## src/rtl/led_state_arbiter.sv

```systemverilog
// led_state_arbiter: shares the 4-bit board LED state between three requesters
// (software status, navigation FSM, fault monitor) with fixed priority
// flt > nav > sw, a minimum display hold time and a sticky fault display.
// Hold and blink times are counted in ticks from a local prescaler.
//
// Optional feature: define LED_BLINK_EN to blink the fault pattern in FAULT
// (pattern / 4'b0000, BLINK_TICKS ticks per half-period, starting with the
// pattern). Without it the fault pattern is shown steady and no blink counter
// is built.
//
// Ports:
//   clk, rst_n              clock, asynchronous active-low reset
//   sw_req/sw_pattern       software request (held until sw_ack) and pattern
//   sw_ack                  one-cycle accept pulse
//   nav_req/nav_pattern     navigation request and pattern
//   nav_ack                 one-cycle accept pulse
//   flt_req/flt_pattern     fault request and pattern
//   flt_ack                 one-cycle accept pulse
//   flt_clear               one-cycle fault release (ignored outside FAULT)
//   out_state               pattern driven to the LED stage
//   owner                   0 none, 1 sw, 2 nav, 3 flt
//   busy                    high in HOLD or FAULT
module led_state_arbiter #(
  parameter int unsigned TICK_DIV    = 1000000,
  parameter int unsigned HOLD_TICKS  = 50,
  parameter int unsigned BLINK_TICKS = 25
) (
  input  logic       clk,
  input  logic       rst_n,
  input  logic       sw_req,
  input  logic [3:0] sw_pattern,
  output logic       sw_ack,
  input  logic       nav_req,
  input  logic [3:0] nav_pattern,
  output logic       nav_ack,
  input  logic       flt_req,
  input  logic [3:0] flt_pattern,
  output logic       flt_ack,
  input  logic       flt_clear,
  output logic [3:0] out_state,
  output logic [1:0] owner,
  output logic       busy
);

  localparam logic [1:0] S_IDLE  = 2'd0;
  localparam logic [1:0] S_HOLD  = 2'd1;
  localparam logic [1:0] S_FAULT = 2'd2;

  localparam logic [1:0] OWN_NONE = 2'd0;
  localparam logic [1:0] OWN_SW   = 2'd1;
  localparam logic [1:0] OWN_NAV  = 2'd2;
  localparam logic [1:0] OWN_FLT  = 2'd3;

  localparam int unsigned TW = $clog2(TICK_DIV + 1);
  localparam logic [TW-1:0] TICK_LAST = TW'(TICK_DIV - 1);
  localparam int unsigned HW = (HOLD_TICKS == 0) ? 1 : $clog2(HOLD_TICKS + 1);
  localparam logic [HW-1:0] HOLD_LOAD = HW'(HOLD_TICKS);
  localparam bit HOLD_EN = (HOLD_TICKS != 0);

  logic [TW-1:0] tick_cnt_q;
  logic          tick_c;
  logic [1:0]    state_q, state_d;
  logic [HW-1:0] hold_q, hold_d;
  logic [3:0]    pat_q, pat_d;
  logic [3:0]    out_q, out_d;
  logic [1:0]    owner_q, owner_d;
  logic          busy_q, busy_d;
  logic          sw_ack_q, sw_ack_d;
  logic          nav_ack_q, nav_ack_d;
  logic          flt_ack_q, flt_ack_d;
  logic          sw_go, nav_go, flt_go;
  logic          lo_go;
  logic [3:0]    lo_pat;
  logic [1:0]    lo_own;

`ifdef LED_BLINK_EN
  localparam int unsigned BW = $clog2(BLINK_TICKS + 1);
  localparam logic [BW-1:0] BLINK_LAST = BW'(BLINK_TICKS - 1);
  logic [BW-1:0] blink_cnt_q, blink_cnt_d;
  logic          blink_on_q, blink_on_d;
  logic          flt_entry;
`endif

  // Free-running prescaler; tick marks the cycle in which the count wraps.
  assign tick_c = (tick_cnt_q == TICK_LAST);

  always_ff @(posedge clk or negedge rst_n) begin
    if (!rst_n) tick_cnt_q <= '0;
    else        tick_cnt_q <= tick_c ? '0 : tick_cnt_q + TW'(1);
  end

  // Arbitration and next-state logic.
  always_comb begin
    state_d   = state_q;
    hold_d    = hold_q;
    pat_d     = pat_q;
    owner_d   = owner_q;
    sw_ack_d  = 1'b0;
    nav_ack_d = 1'b0;
    flt_ack_d = 1'b0;
    lo_go     = 1'b0;
    lo_pat    = pat_q;
    lo_own    = owner_q;

    // A request whose ack is already out has been served; do not serve it twice.
    sw_go  = sw_req  & ~sw_ack_q;
    nav_go = nav_req & ~nav_ack_q;
    flt_go = flt_req & ~flt_ack_q;

    // sw/nav candidate: anyone in IDLE, only the current owner during HOLD.
    if (state_q == S_IDLE) begin
      if (nav_go) begin
        lo_go = 1'b1; lo_pat = nav_pattern; lo_own = OWN_NAV;
      end else if (sw_go) begin
        lo_go = 1'b1; lo_pat = sw_pattern;  lo_own = OWN_SW;
      end
    end else if (state_q == S_HOLD) begin
      if (owner_q == OWN_NAV && nav_go) begin
        lo_go = 1'b1; lo_pat = nav_pattern; lo_own = OWN_NAV;
      end else if (owner_q == OWN_SW && sw_go) begin
        lo_go = 1'b1; lo_pat = sw_pattern;  lo_own = OWN_SW;
      end
    end

    case (state_q)
      S_IDLE, S_HOLD: begin
        if (flt_go) begin
          state_d   = S_FAULT;
          pat_d     = flt_pattern;
          owner_d   = OWN_FLT;
          flt_ack_d = 1'b1;
          hold_d    = '0;
        end else if (lo_go) begin
          pat_d     = lo_pat;
          owner_d   = lo_own;
          sw_ack_d  = (lo_own == OWN_SW);
          nav_ack_d = (lo_own == OWN_NAV);
          hold_d    = HOLD_LOAD;
          state_d   = HOLD_EN ? S_HOLD : S_IDLE;
        end else if (state_q == S_HOLD && tick_c) begin
          if (hold_q <= HW'(1)) begin
            hold_d  = '0;
            state_d = S_IDLE;
          end else begin
            hold_d  = hold_q - HW'(1);
          end
        end
      end
      S_FAULT: begin
        // A new fault request outranks a simultaneous clear.
        if (flt_go) begin
          pat_d     = flt_pattern;
          flt_ack_d = 1'b1;
        end else if (flt_clear) begin
          state_d = S_IDLE;
          pat_d   = 4'h0;
          owner_d = OWN_NONE;
        end
      end
      default: begin
        state_d = S_IDLE;
        pat_d   = 4'h0;
        owner_d = OWN_NONE;
        hold_d  = '0;
      end
    endcase

    out_d  = pat_d;
    busy_d = (state_d != S_IDLE);

`ifdef LED_BLINK_EN
    // Half-period counter restarts with the pattern shown on every FAULT entry.
    blink_cnt_d = blink_cnt_q;
    blink_on_d  = blink_on_q;
    flt_entry   = flt_go && (state_q != S_FAULT);
    if (flt_entry) begin
      blink_cnt_d = '0;
      blink_on_d  = 1'b1;
    end else if (state_q == S_FAULT && tick_c) begin
      if (blink_cnt_q >= BLINK_LAST) begin
        blink_cnt_d = '0;
        blink_on_d  = ~blink_on_q;
      end else begin
        blink_cnt_d = blink_cnt_q + BW'(1);
      end
    end
    if (state_d == S_FAULT && !blink_on_d) out_d = 4'h0;
`endif
  end

  always_ff @(posedge clk or negedge rst_n) begin
    if (!rst_n) begin
      state_q   <= S_IDLE;
      hold_q    <= '0;
      pat_q     <= 4'h0;
      out_q     <= 4'h0;
      owner_q   <= OWN_NONE;
      busy_q    <= 1'b0;
      sw_ack_q  <= 1'b0;
      nav_ack_q <= 1'b0;
      flt_ack_q <= 1'b0;
    end else begin
      state_q   <= state_d;
      hold_q    <= hold_d;
      pat_q     <= pat_d;
      out_q     <= out_d;
      owner_q   <= owner_d;
      busy_q    <= busy_d;
      sw_ack_q  <= sw_ack_d;
      nav_ack_q <= nav_ack_d;
      flt_ack_q <= flt_ack_d;
    end
  end

`ifdef LED_BLINK_EN
  always_ff @(posedge clk or negedge rst_n) begin
    if (!rst_n) begin
      blink_cnt_q <= '0;
      blink_on_q  <= 1'b0;
    end else begin
      blink_cnt_q <= blink_cnt_d;
      blink_on_q  <= blink_on_d;
    end
  end
`endif

  assign sw_ack    = sw_ack_q;
  assign nav_ack   = nav_ack_q;
  assign flt_ack   = flt_ack_q;
  assign out_state = out_q;
  assign owner     = owner_q;
  assign busy      = busy_q;

endmodule

```

## config.mk

```make
export PLATFORM = sky130hd
export DESIGN_NAME = led_state_arbiter
export DESIGN_NICKNAME = d
export VERILOG_FILES = /design/src/rtl/led_state_arbiter.sv
export SDC_FILE = /design/constraint.sdc
export NUM_CORES = 1
export LEC_CHECK = 0
export CORE_ASPECT_RATIO = 0.6
export CORE_MARGIN = 4
export CORE_UTILIZATION = 58
export DETAILED_ROUTE_END_ITERATION = 8
export GPL_TIMING_DRIVEN = 0
export HOLD_SLACK_MARGIN = 0.12
export PLACE_DENSITY_LB_ADDON = 0.3
export SETUP_SLACK_MARGIN = 0.4
export SLEW_MARGIN = 40
export SYNTH_ARGS = -nofsm -noshare
export SYNTH_HDL_FRONTEND = slang
export SYNTH_SLANG_ARGS = --single-unit
```

## constraint.sdc

```tcl
create_clock -name clk -period 3.95 [get_ports clk]
set_clock_uncertainty 0.2 [all_clocks]
set_input_delay 0.9875 -clock clk [delete_from_list [all_inputs] [get_ports clk]]
set_output_delay 0.9875 -clock clk [all_outputs]
set_load 0.005 [all_outputs]
```

==> metrics.txt, run 1 <==
# TYPE chip_impl_metric gauge
chip_impl_info{name="status",value="complete, no violations"} 1
chip_impl_info{name="post_synth_main_area_contributors",value="sky130_fd_sc_hd__dfrtp_1, sky130_fd_sc_hd__nor2_1, sky130_fd_sc_hd__xnor2_1"} 1
chip_impl_metric{name="top_level_ports",unit=""} 28
chip_impl_metric{name="global_route_wire_length_before_repair",unit="mm"} 7.64
chip_impl_metric{name="wl",unit="mm"} 4.68
chip_impl_metric{name="die-width",unit="um"} 84.5
chip_impl_metric{name="netlist.area_leader.share",unit="%"} 46.7
chip_impl_metric{name="drv.max_cap_violation_count",unit=""} 0
chip_impl_metric{name="track_usage",unit="%"} 22.2
chip_impl_metric{name="grt_overflow",unit=""} 0
chip_impl_info{name="critPathLaunchType",value="input pin"} 1
chip_impl_metric{name="fill_cells",unit=""} 256
chip_impl_metric{name="floorplan.die_area",unit="um^2"} 4560
chip_impl_metric{name="cts_hold_buf",unit=""} 0
chip_impl_metric{name="max_freq",unit="MHz"} 333
chip_impl_metric{name="synth_nets",unit=""} 230
chip_impl_metric{name="setup_total_negative_slack",unit="ns"} 0
chip_impl_metric{name="ys_seq_elements",unit=""} 38
chip_impl_metric{name="cts_inserted_buffers",unit=""} 5
chip_impl_info{name="cts_root_buf",value="sky130_fd_sc_hd__clkbuf_8"} 1
chip_impl_metric{name="place.detailed.hpwl",unit="mm"} 3.56
chip_impl_metric{name="synth_cell_types",unit=""} 45
chip_impl_metric{name="clkLatencyLatePin",unit="ns"} 0.29
chip_impl_metric{name="ir_drop",unit="mV"} 0.375
chip_impl_metric{name="critical_path.max_fanout",unit=""} 7
chip_impl_metric{name="drt-wirelength-per-cell",unit="um"} 16.3
chip_impl_metric{name="route.vias.total",unit=""} 1706
chip_impl_metric{name="pwr-share-comb",unit="%"} 39.4
chip_impl_metric{name="synth.yosys.seq_area_share",unit="%"} 46.7
chip_impl_metric{name="power.net_switching",unit="mW"} 0.450
chip_impl_metric{name="finalWeightedCongestion",unit=""} 0.911
chip_impl_metric{name="cp_num_cells",unit=""} 7
chip_impl_metric{name="yosysWarningCount",unit=""} 0
chip_impl_metric{name="nNetsFinal",unit=""} 265
chip_impl_info{name="synth_commonest_cells",value="sky130_fd_sc_hd__dfrtp_1, sky130_fd_sc_hd__nor2_1, sky130_fd_sc_hd__nand2_1, sky130_fd_sc_hd__a21oi_1, sky130_fd_sc_hd__xnor2_1"} 1
chip_impl_metric{name="final.hold.worst_slack",unit="ns"} 0.270
chip_impl_metric{name="drc_errors",unit=""} 0
chip_impl_metric{name="p_leak",unit="nW"} 1.08
chip_impl_metric{name="power.total",unit="mW"} 1.28
chip_impl_metric{name="setup_viol",unit=""} 0
chip_impl_info{name="worstPathCellList",value="clkdlybuf4s50_1 > nand2b_1 > nand2b_1 > o31a_1 > or2_1 > buf_6 > mux2_4"} 1
chip_impl_metric{name="syn_avg_cell_area",unit="um^2"} 9.75
chip_impl_info{name="path_class",value="in2reg"} 1
chip_impl_metric{name="drtPass1Iterations",unit=""} 5
chip_impl_metric{name="power_per_cell_area",unit="nW/um^2"} 516
chip_impl_metric{name="clock_group_share_of_total_power",unit="%"} 20.3
chip_impl_info{name="hold_class",value="reg2reg"} 1
chip_impl_metric{name="arrival",unit="ns"} 2.97
chip_impl_metric{name="post_cts.resized_instances",unit=""} 0
chip_impl_metric{name="initial_core_util",unit="%"} 61.3
chip_impl_metric{name="synthArstFlopShare",unit="%"} 100
chip_impl_metric{name="drt_first_iter_violations",unit=""} 203
chip_impl_info{name="rsz0062_at_grt",value="false"} 1
chip_impl_metric{name="clock_path_buffers",unit=""} 2
chip_impl_metric{name="largest_stage_delay_worst_path",unit="ns"} 0.42
chip_impl_info{name="synth.largest_area_cell",value="sky130_fd_sc_hd__dfrtp_1"} 1
chip_impl_metric{name="syn-cell-area",unit="um^2"} 2040
chip_impl_metric{name="path_buf_inv",unit=""} 2
chip_impl_metric{name="finalWorstPathRequiredPeriod",unit="ns"} 3.00
chip_impl_info{name="cp-end-kind",value="flip-flop"} 1
chip_impl_metric{name="core_area",unit="um^2"} 3320
chip_impl_info{name="tritoncts_clock_tree",value="done"} 1
chip_impl_metric{name="rows",unit=""} 16
chip_impl_info{name="dominant_delay_contributor_by_cell_family_on_the_critical_path",value="simple AND/OR/NAND/NOR gates"} 1
chip_impl_metric{name="routed_via_density",unit=""} 5.92
chip_impl_metric{name="largest_net_degree_at_the_start_of_global_routing",unit=""} 25
chip_impl_metric{name="antenna-diode-count",unit=""} 0
chip_impl_info{name="cp_slowest_cell",value="sky130_fd_sc_hd__clkdlybuf4s50_1"} 1
chip_impl_metric{name="area_growth_syn_to_layout",unit="%"} 21.5
chip_impl_info{name="worstHoldStart",value="tick_cnt_q[18]"} 1
chip_impl_metric{name="seqPwrFrac",unit="%"} 40.3
chip_impl_metric{name="intPower",unit="mW"} 0.828
chip_impl_metric{name="finalMaxSlewViolations",unit=""} 0
chip_impl_metric{name="r2r_cells",unit=""} 7
chip_impl_metric{name="vias_in_the_first_global_route",unit=""} 1562
chip_impl_metric{name="ant_nets",unit=""} 0
chip_impl_metric{name="cts_htree_levels",unit=""} 2
chip_impl_info{name="startpoint",value="flt_req"} 1
chip_impl_metric{name="post_cts_buffers",unit=""} 0
chip_impl_info{name="ys_dominant_reg_cell",value="sky130_fd_sc_hd__dfrtp_1"} 1
chip_impl_metric{name="port_buffers",unit=""} 27
chip_impl_metric{name="die_y",unit="um"} 53.9
chip_impl_info{name="r2r_start",value="tick_cnt_q[0]"} 1
chip_impl_metric{name="synth_cells",unit=""} 209
chip_impl_metric{name="finalHoldViolations",unit=""} 0
chip_impl_metric{name="slew-limit-headroom",unit="%"} 52.4
chip_impl_metric{name="finalCritPeriodShare",unit="%"} 76.0
chip_impl_info{name="synthMostInstantiatedCell",value="sky130_fd_sc_hd__dfrtp_1"} 1
chip_impl_metric{name="number_of_antenna_violations_at_the_first_check_in_global_routing",unit=""} 0
chip_impl_metric{name="synth_enable_flop_cells",unit=""} 0
chip_impl_metric{name="worst_pin_slew",unit="ns"} 0.707
chip_impl_info{name="critical-path-top-cell-by-count",value="sky130_fd_sc_hd__nand2b_1"} 1
chip_impl_metric{name="hold-path-cell-count",unit=""} 1
chip_impl_metric{name="layout_cells_sized_above_1",unit="%"} 8.23
chip_impl_metric{name="worstPathRequired",unit="ns"} 3.92
chip_impl_metric{name="clock_sink_total",unit=""} 38
chip_impl_metric{name="switching_share",unit="%"} 35.2
chip_impl_metric{name="clk_pin_slew_worst_paths",unit="ns"} 0.07
## placed cells by master, fill, tap and decap left out, types with 2 or more instances in the layout
cell / synthesis / layout
sky130_fd_sc_hd__a21oi_1: 12 / 12
sky130_fd_sc_hd__a221o_1: 3 / 3
sky130_fd_sc_hd__a32o_1: 2 / 2
sky130_fd_sc_hd__and4_1: 2 / 2
sky130_fd_sc_hd__buf_2: 2 / 3
sky130_fd_sc_hd__clkbuf_1: 2 / 2
sky130_fd_sc_hd__clkbuf_8: 0 / 6
sky130_fd_sc_hd__clkdlybuf4s50_1: 0 / 26
sky130_fd_sc_hd__dfrtp_1: 38 / 38
sky130_fd_sc_hd__ha_1: 3 / 3
sky130_fd_sc_hd__inv_1: 8 / 8
sky130_fd_sc_hd__mux2_4: 2 / 2
sky130_fd_sc_hd__mux2i_1: 4 / 4
sky130_fd_sc_hd__nand2_1: 14 / 14
sky130_fd_sc_hd__nand2b_1: 8 / 8
sky130_fd_sc_hd__nand3_1: 8 / 8
sky130_fd_sc_hd__nand4_1: 4 / 4
sky130_fd_sc_hd__nand4b_1: 2 / 2
sky130_fd_sc_hd__nor2_1: 25 / 25
sky130_fd_sc_hd__nor2b_1: 6 / 6
sky130_fd_sc_hd__nor3_1: 7 / 7
sky130_fd_sc_hd__nor4_1: 4 / 3
sky130_fd_sc_hd__o211ai_1: 2 / 2
sky130_fd_sc_hd__o21ai_0: 8 / 8
sky130_fd_sc_hd__o2bb2ai_1: 2 / 2
sky130_fd_sc_hd__o31ai_1: 2 / 2
sky130_fd_sc_hd__or2_2: 2 / 2
sky130_fd_sc_hd__or3_1: 3 / 3
sky130_fd_sc_hd__xnor2_1: 9 / 9
sky130_fd_sc_hd__xor2_1: 8 / 8
## worst paths after layout
| kind | to | slack [ns] |
|---|---|---|
| worst max-delay path | hold_q[4] | 0.95 |
| worst min-delay path | tick_cnt_q[18] | 0.27 |
| worst max register to register | hold_q[4] | 1.41 |
| worst min register to register | tick_cnt_q[18] | 0.27 |
| max in group asynchronous | hold_q[5] | 2.69 |
| min in group asynchronous | state_q[0] | 0.41 |
## worst register-to-register path, delay by kind of cell, from the launching register on
family	cells	cell delay [ns]
adders and majority gates	1	0.28
buffers and inverters	1	0.13
DFF	1	0.38
muxes	1	0.30
and+or+nand+nor	4	1.15
## flip-flops by register name (all words and copies together), names as in the netlist
register / flops
owner: 2
tick_cnt_q: 20
out_state: 4
sw_ack: 1
flt_ack: 1
hold_q: 6
nav_ack: 1
busy: 1
state_q: 2
## metrics by stage
step / std cells / area, um^2 / setup slack, ns / util (%)
3_5_place_dp: 282 / 2390 / 0.699 / 71.8
6_report: 288 / 2480 / 0.948 / 74.5
3_3_place_gp: 281 / 2360 / 0.740 / 71.2
2_1_floorplan: 209 / 2040 / 1.30 / -
4_1_cts: 288 / 2470 / 0.997 / 74.3
5_1_grt: 288 / 2480 / 0.872 / 74.5
## per-layer routing
metal,vias up,GRT usage [%],wire (um)
met2,78,29.2,1920
met3,8,7.34,347
met1,802,34.3,2370
met4,0,5.53,48
li1,818,-,-
met5,-,0,0
## area by class of cell
cell class	instances	area, um^2	area share [%]
timing repair buffer	28	293	11.8
inverter	8	30.0	1.21
sequential	38	951	38.4
buffer	5	28.8	1.16
multi-input combinational	158	1030	41.8
tap	45	56.3	2.27
clock buffer	6	82.6	3.34
## power groups by stage
stage | registers [mW] | logic [mW] | clock network (mW)
2_1_floorplan | 0.506 | 0.314 | 0
3_3_place_gp | 0.512 | 0.469 | 0
3_5_place_dp | 0.518 | 0.490 | 0
4_1_cts | 0.512 | 0.493 | 0.266
5_1_grt | 0.523 | 0.553 | 0.286
6_report | 0.514 | 0.504 | 0.259
## cell families (layout without fill, tap and decap cells)
kind of cell,count (synthesis),after routing,synth area share (%)
and+or+nand+nor,90,90,23.5
buffers and inverters,13,47,2.89
muxes,7,7,3.99
DFF,38,38,46.7
AOI/OAI and AO/OA,41,41,13.9
adders and majority gates,3,3,1.84
xor gates and xnor gates,17,17,7.31
Power figures use the tool's default switching activity.
==> run 2: changes to the inputs <==
CORE_UTILIZATION = 49   (was 58)
clock period = 2.75 ns   (was 3.95 ns; I/O delays follow)
==> run 2 against run 1 <==
Clock power is 49% higher. Cell count is 3.8% higher. Non-clock buffer count is 7 higher. Setup slack worse by 0.48 ns. Register-to-register slack worse by 0.89 ns. Utilization is 7.5 points lower. Total power is 46% higher. Global-route usage is 2.8 points lower. Critical path depth stayed put. Critical path type unchanged. Highest routed layer unchanged.
==> metrics.txt, run 2 (synthesis gave the netlist of run 1 again) <==
# TYPE chip_impl_metric gauge
chip_impl_metric{name="setup_total_negative_slack",unit="ns"} 0
chip_impl_metric{name="initial_core_util",unit="%"} 53.2
chip_impl_info{name="worstPathCellList",value="dlygate4sd2_1 > nor2b_4 > o41a_1 > o31a_1 > or2_1 > buf_6 > mux2_4"} 1
chip_impl_metric{name="drtPass1Iterations",unit=""} 4
chip_impl_metric{name="vias_in_the_first_global_route",unit=""} 1577
chip_impl_metric{name="die-width",unit="um"} 91.3
chip_impl_metric{name="routed_via_density",unit=""} 5.61
chip_impl_metric{name="port_buffers",unit=""} 27
chip_impl_metric{name="number_of_antenna_violations_at_the_first_check_in_global_routing",unit=""} 0
chip_impl_info{name="status",value="complete, no violations"} 1
chip_impl_metric{name="drv.max_cap_violation_count",unit=""} 0
chip_impl_info{name="r2r-end",value="hold_q[4]"} 1
chip_impl_metric{name="finalWeightedCongestion",unit=""} 0.865
chip_impl_metric{name="clock_sink_total",unit=""} 38
chip_impl_metric{name="final.setup.worst_slack",unit="ns"} 0.471
chip_impl_metric{name="top_level_ports",unit=""} 28
chip_impl_metric{name="pwr-share-comb",unit="%"} 39.9
chip_impl_metric{name="global_route_wire_length_before_repair",unit="mm"} 7.91
chip_impl_metric{name="clock_group_share_of_total_power",unit="%"} 20.6
chip_impl_metric{name="largest_stage_delay_worst_path",unit="ns"} 0.40
chip_impl_info{name="cp-end-kind",value="flip-flop"} 1
chip_impl_info{name="startpoint",value="nav_req"} 1
chip_impl_metric{name="finalHoldViolations",unit=""} 0
chip_impl_metric{name="seqPwrFrac",unit="%"} 39.5
chip_impl_metric{name="finalCritPeriodShare",unit="%"} 82.9
chip_impl_metric{name="core_area",unit="um^2"} 3830
chip_impl_info{name="rsz0062_at_grt",value="false"} 1
chip_impl_metric{name="finish.instance_area",unit="um^2"} 2560
chip_impl_metric{name="r2r_cells",unit=""} 7
chip_impl_metric{name="detailedPlace.worstSlack",unit="ns"} -0.188
chip_impl_metric{name="largest_net_degree_at_the_start_of_global_routing",unit=""} 39
chip_impl_info{name="mostFrequentLayoutCells",value="sky130_fd_sc_hd__dfrtp_1, sky130_fd_sc_hd__nor2_1, sky130_fd_sc_hd__clkdlybuf4s50_1"} 1
chip_impl_metric{name="clk_pin_slew_worst_paths",unit="ns"} 0.07
chip_impl_metric{name="route.vias.total",unit=""} 1676
chip_impl_metric{name="power.net_switching",unit="mW"} 0.665
chip_impl_info{name="largest_register",value="tick_cnt_q"} 1
chip_impl_metric{name="drc_errors",unit=""} 0
chip_impl_metric{name="critical_path.max_fanout",unit=""} 6
chip_impl_metric{name="worst_pin_slew",unit="ns"} 0.720
chip_impl_metric{name="flop_to_flop_setup_slack",unit="ns"} 0.52
chip_impl_metric{name="track_usage",unit="%"} 19.4
chip_impl_metric{name="cts_hold_buf",unit=""} 0
chip_impl_metric{name="floorplan.die_area",unit="um^2"} 5290
chip_impl_metric{name="switching_share",unit="%"} 35.6
chip_impl_metric{name="finalMaxSlewViolations",unit=""} 0
chip_impl_info{name="hold_class",value="in2async"} 1
chip_impl_info{name="tritoncts_clock_tree",value="done"} 1
chip_impl_metric{name="drt-wirelength-per-cell",unit="um"} 15.6
chip_impl_metric{name="setup_viol",unit=""} 0
chip_impl_metric{name="place.detailed.hpwl",unit="mm"} 3.39
chip_impl_metric{name="post_dp_cell_area",unit="um^2"} 2360
chip_impl_metric{name="ant_nets",unit=""} 0
chip_impl_metric{name="finalWorstPathRequiredPeriod",unit="ns"} 2.28
chip_impl_metric{name="layout_cells_sized_above_1",unit="%"} 13.9
chip_impl_info{name="r2r_start",value="tick_cnt_q[0]"} 1
chip_impl_metric{name="antenna-diode-count",unit=""} 0
chip_impl_metric{name="rows",unit=""} 17
chip_impl_metric{name="arrival",unit="ns"} 2.27
chip_impl_metric{name="p_leak",unit="nW"} 1.14
chip_impl_metric{name="slew-limit-headroom",unit="%"} 51.5
chip_impl_metric{name="place_inst",unit=""} 283
chip_impl_metric{name="instances_no_fill",unit=""} 299
chip_impl_metric{name="largest_reg_flops",unit=""} 20
chip_impl_metric{name="wl",unit="mm"} 4.68
chip_impl_info{name="most_common_cell_after_layout_fill_and_taps_aside",value="sky130_fd_sc_hd__dfrtp_1"} 1
chip_impl_metric{name="drt_first_iter_violations",unit=""} 121
chip_impl_info{name="cp_slowest_cell",value="sky130_fd_sc_hd__o41a_1"} 1
chip_impl_metric{name="cts_htree_levels",unit=""} 2
chip_impl_metric{name="max_freq",unit="MHz"} 439
chip_impl_metric{name="grt_overflow",unit=""} 0
chip_impl_metric{name="area_growth_syn_to_layout",unit="%"} 25.8
chip_impl_metric{name="power_per_cell_area",unit="nW/um^2"} 728
chip_impl_metric{name="nNetsFinal",unit=""} 272
chip_impl_metric{name="clock_path_buffers",unit=""} 2
chip_impl_metric{name="worstPathRequired",unit="ns"} 2.74
chip_impl_metric{name="clkLatencyLatePin",unit="ns"} 0.30
chip_impl_metric{name="cts_inserted_buffers",unit=""} 5
chip_impl_metric{name="die_y",unit="um"} 58.0
chip_impl_info{name="critPathLaunchType",value="input pin"} 1
chip_impl_metric{name="fill_cells",unit=""} 303
chip_impl_info{name="path_class",value="in2reg"} 1
chip_impl_metric{name="ir_drop",unit="mV"} 0.418
chip_impl_metric{name="intPower",unit="mW"} 1.20
chip_impl_info{name="worst_setup_path_endpoint",value="hold_q[4]"} 1
chip_impl_info{name="cts_root_buf",value="sky130_fd_sc_hd__clkbuf_8"} 1
run 2: cell count changes in the layout (fill, tap and decap cells not counted), moves of 2 or more:
cell,change
sky130_fd_sc_hd__buf_4,+9
sky130_fd_sc_hd__nand2b_1,-2
sky130_fd_sc_hd__nor2b_4,+3
sky130_fd_sc_hd__clkdlybuf4s50_1,-3
sky130_fd_sc_hd__dlygate4sd2_1,+2
sky130_fd_sc_hd__nor2b_1,-3
run 2: worst min path at each step:
| stage | cells after the start | endpoint | slack, ns |
|---|---|---|---|
| detailed placement | 1 | tick_cnt_q[18] | 0.26 |
| global placement | 1 | tick_cnt_q[18] | 0.26 |
| CTS | 1 | tick_cnt_q[16] | 0.16 |
| floorplan | 0 | busy | 0.19 |
| global route | 1 | tick_cnt_q[7] | 0.18 |
| finish | 1 | tick_cnt_q[15] | 0.15 |
run 2: worst max-delay path: cells and delay by family:
family | cells | cell delay, ns
compound gates | 2 | 0.54
simple gates | 2 | 0.37
mux | 1 | 0.28
buf+inv | 2 | 0.38
run 2: layout make-up:
class	count	area [um^2]	share of cell area (%)
Tap cell	47	58.8	2.29
Clock inverter	2	13.8	0.537
Inverter	8	30.0	1.17
Clock buffer	6	72.6	2.83
Sequential cell	38	951	37.1
Timing Repair Buffer	35	325	12.7
Buffer	5	28.8	1.12
Multi-Input combinational cell	158	1080	42.3
run 2: metrics by stage:
stage,power (mW),hold slack [ns],util (%)
after floorplan,1.18,0.192,-
after global placement,1.41,0.265,61.8
after detailed placement,1.43,0.265,61.8
after CTS,1.85,0.160,66.3
after global routing,1.99,0.181,67.0
final,1.87,0.146,67.0
run 2: what timing repair did:
item | CTS | global route
resized for setup | 15 | 1
setup buffers | 5 | 3
setup endpoints to repair | 11 | 2
pin swaps | 4 | 3
endpoints found under the hold margin | 0 | 0
run 2: metal layers:
metal | wire length, um | up-vias | GRT usage [%]
li1 | - | 828 | -
met1 | 2530 | 795 | 30.9
met2 | 1750 | 46 | 23.7
met3 | 331 | 7 | 5.97
met4 | 67 | 0 | 6.65
met5 | 0 | - | 0
run 2: power by group through the flow:
stage | clock network, mW | logic, mW | registers [mW]
after floorplan | 0 | 0.451 | 0.727
after global placement | 0 | 0.677 | 0.736
after detailed placement | 0 | 0.690 | 0.738
after CTS | 0.395 | 0.723 | 0.734
after global routing | 0.425 | 0.816 | 0.750
final | 0.385 | 0.745 | 0.737
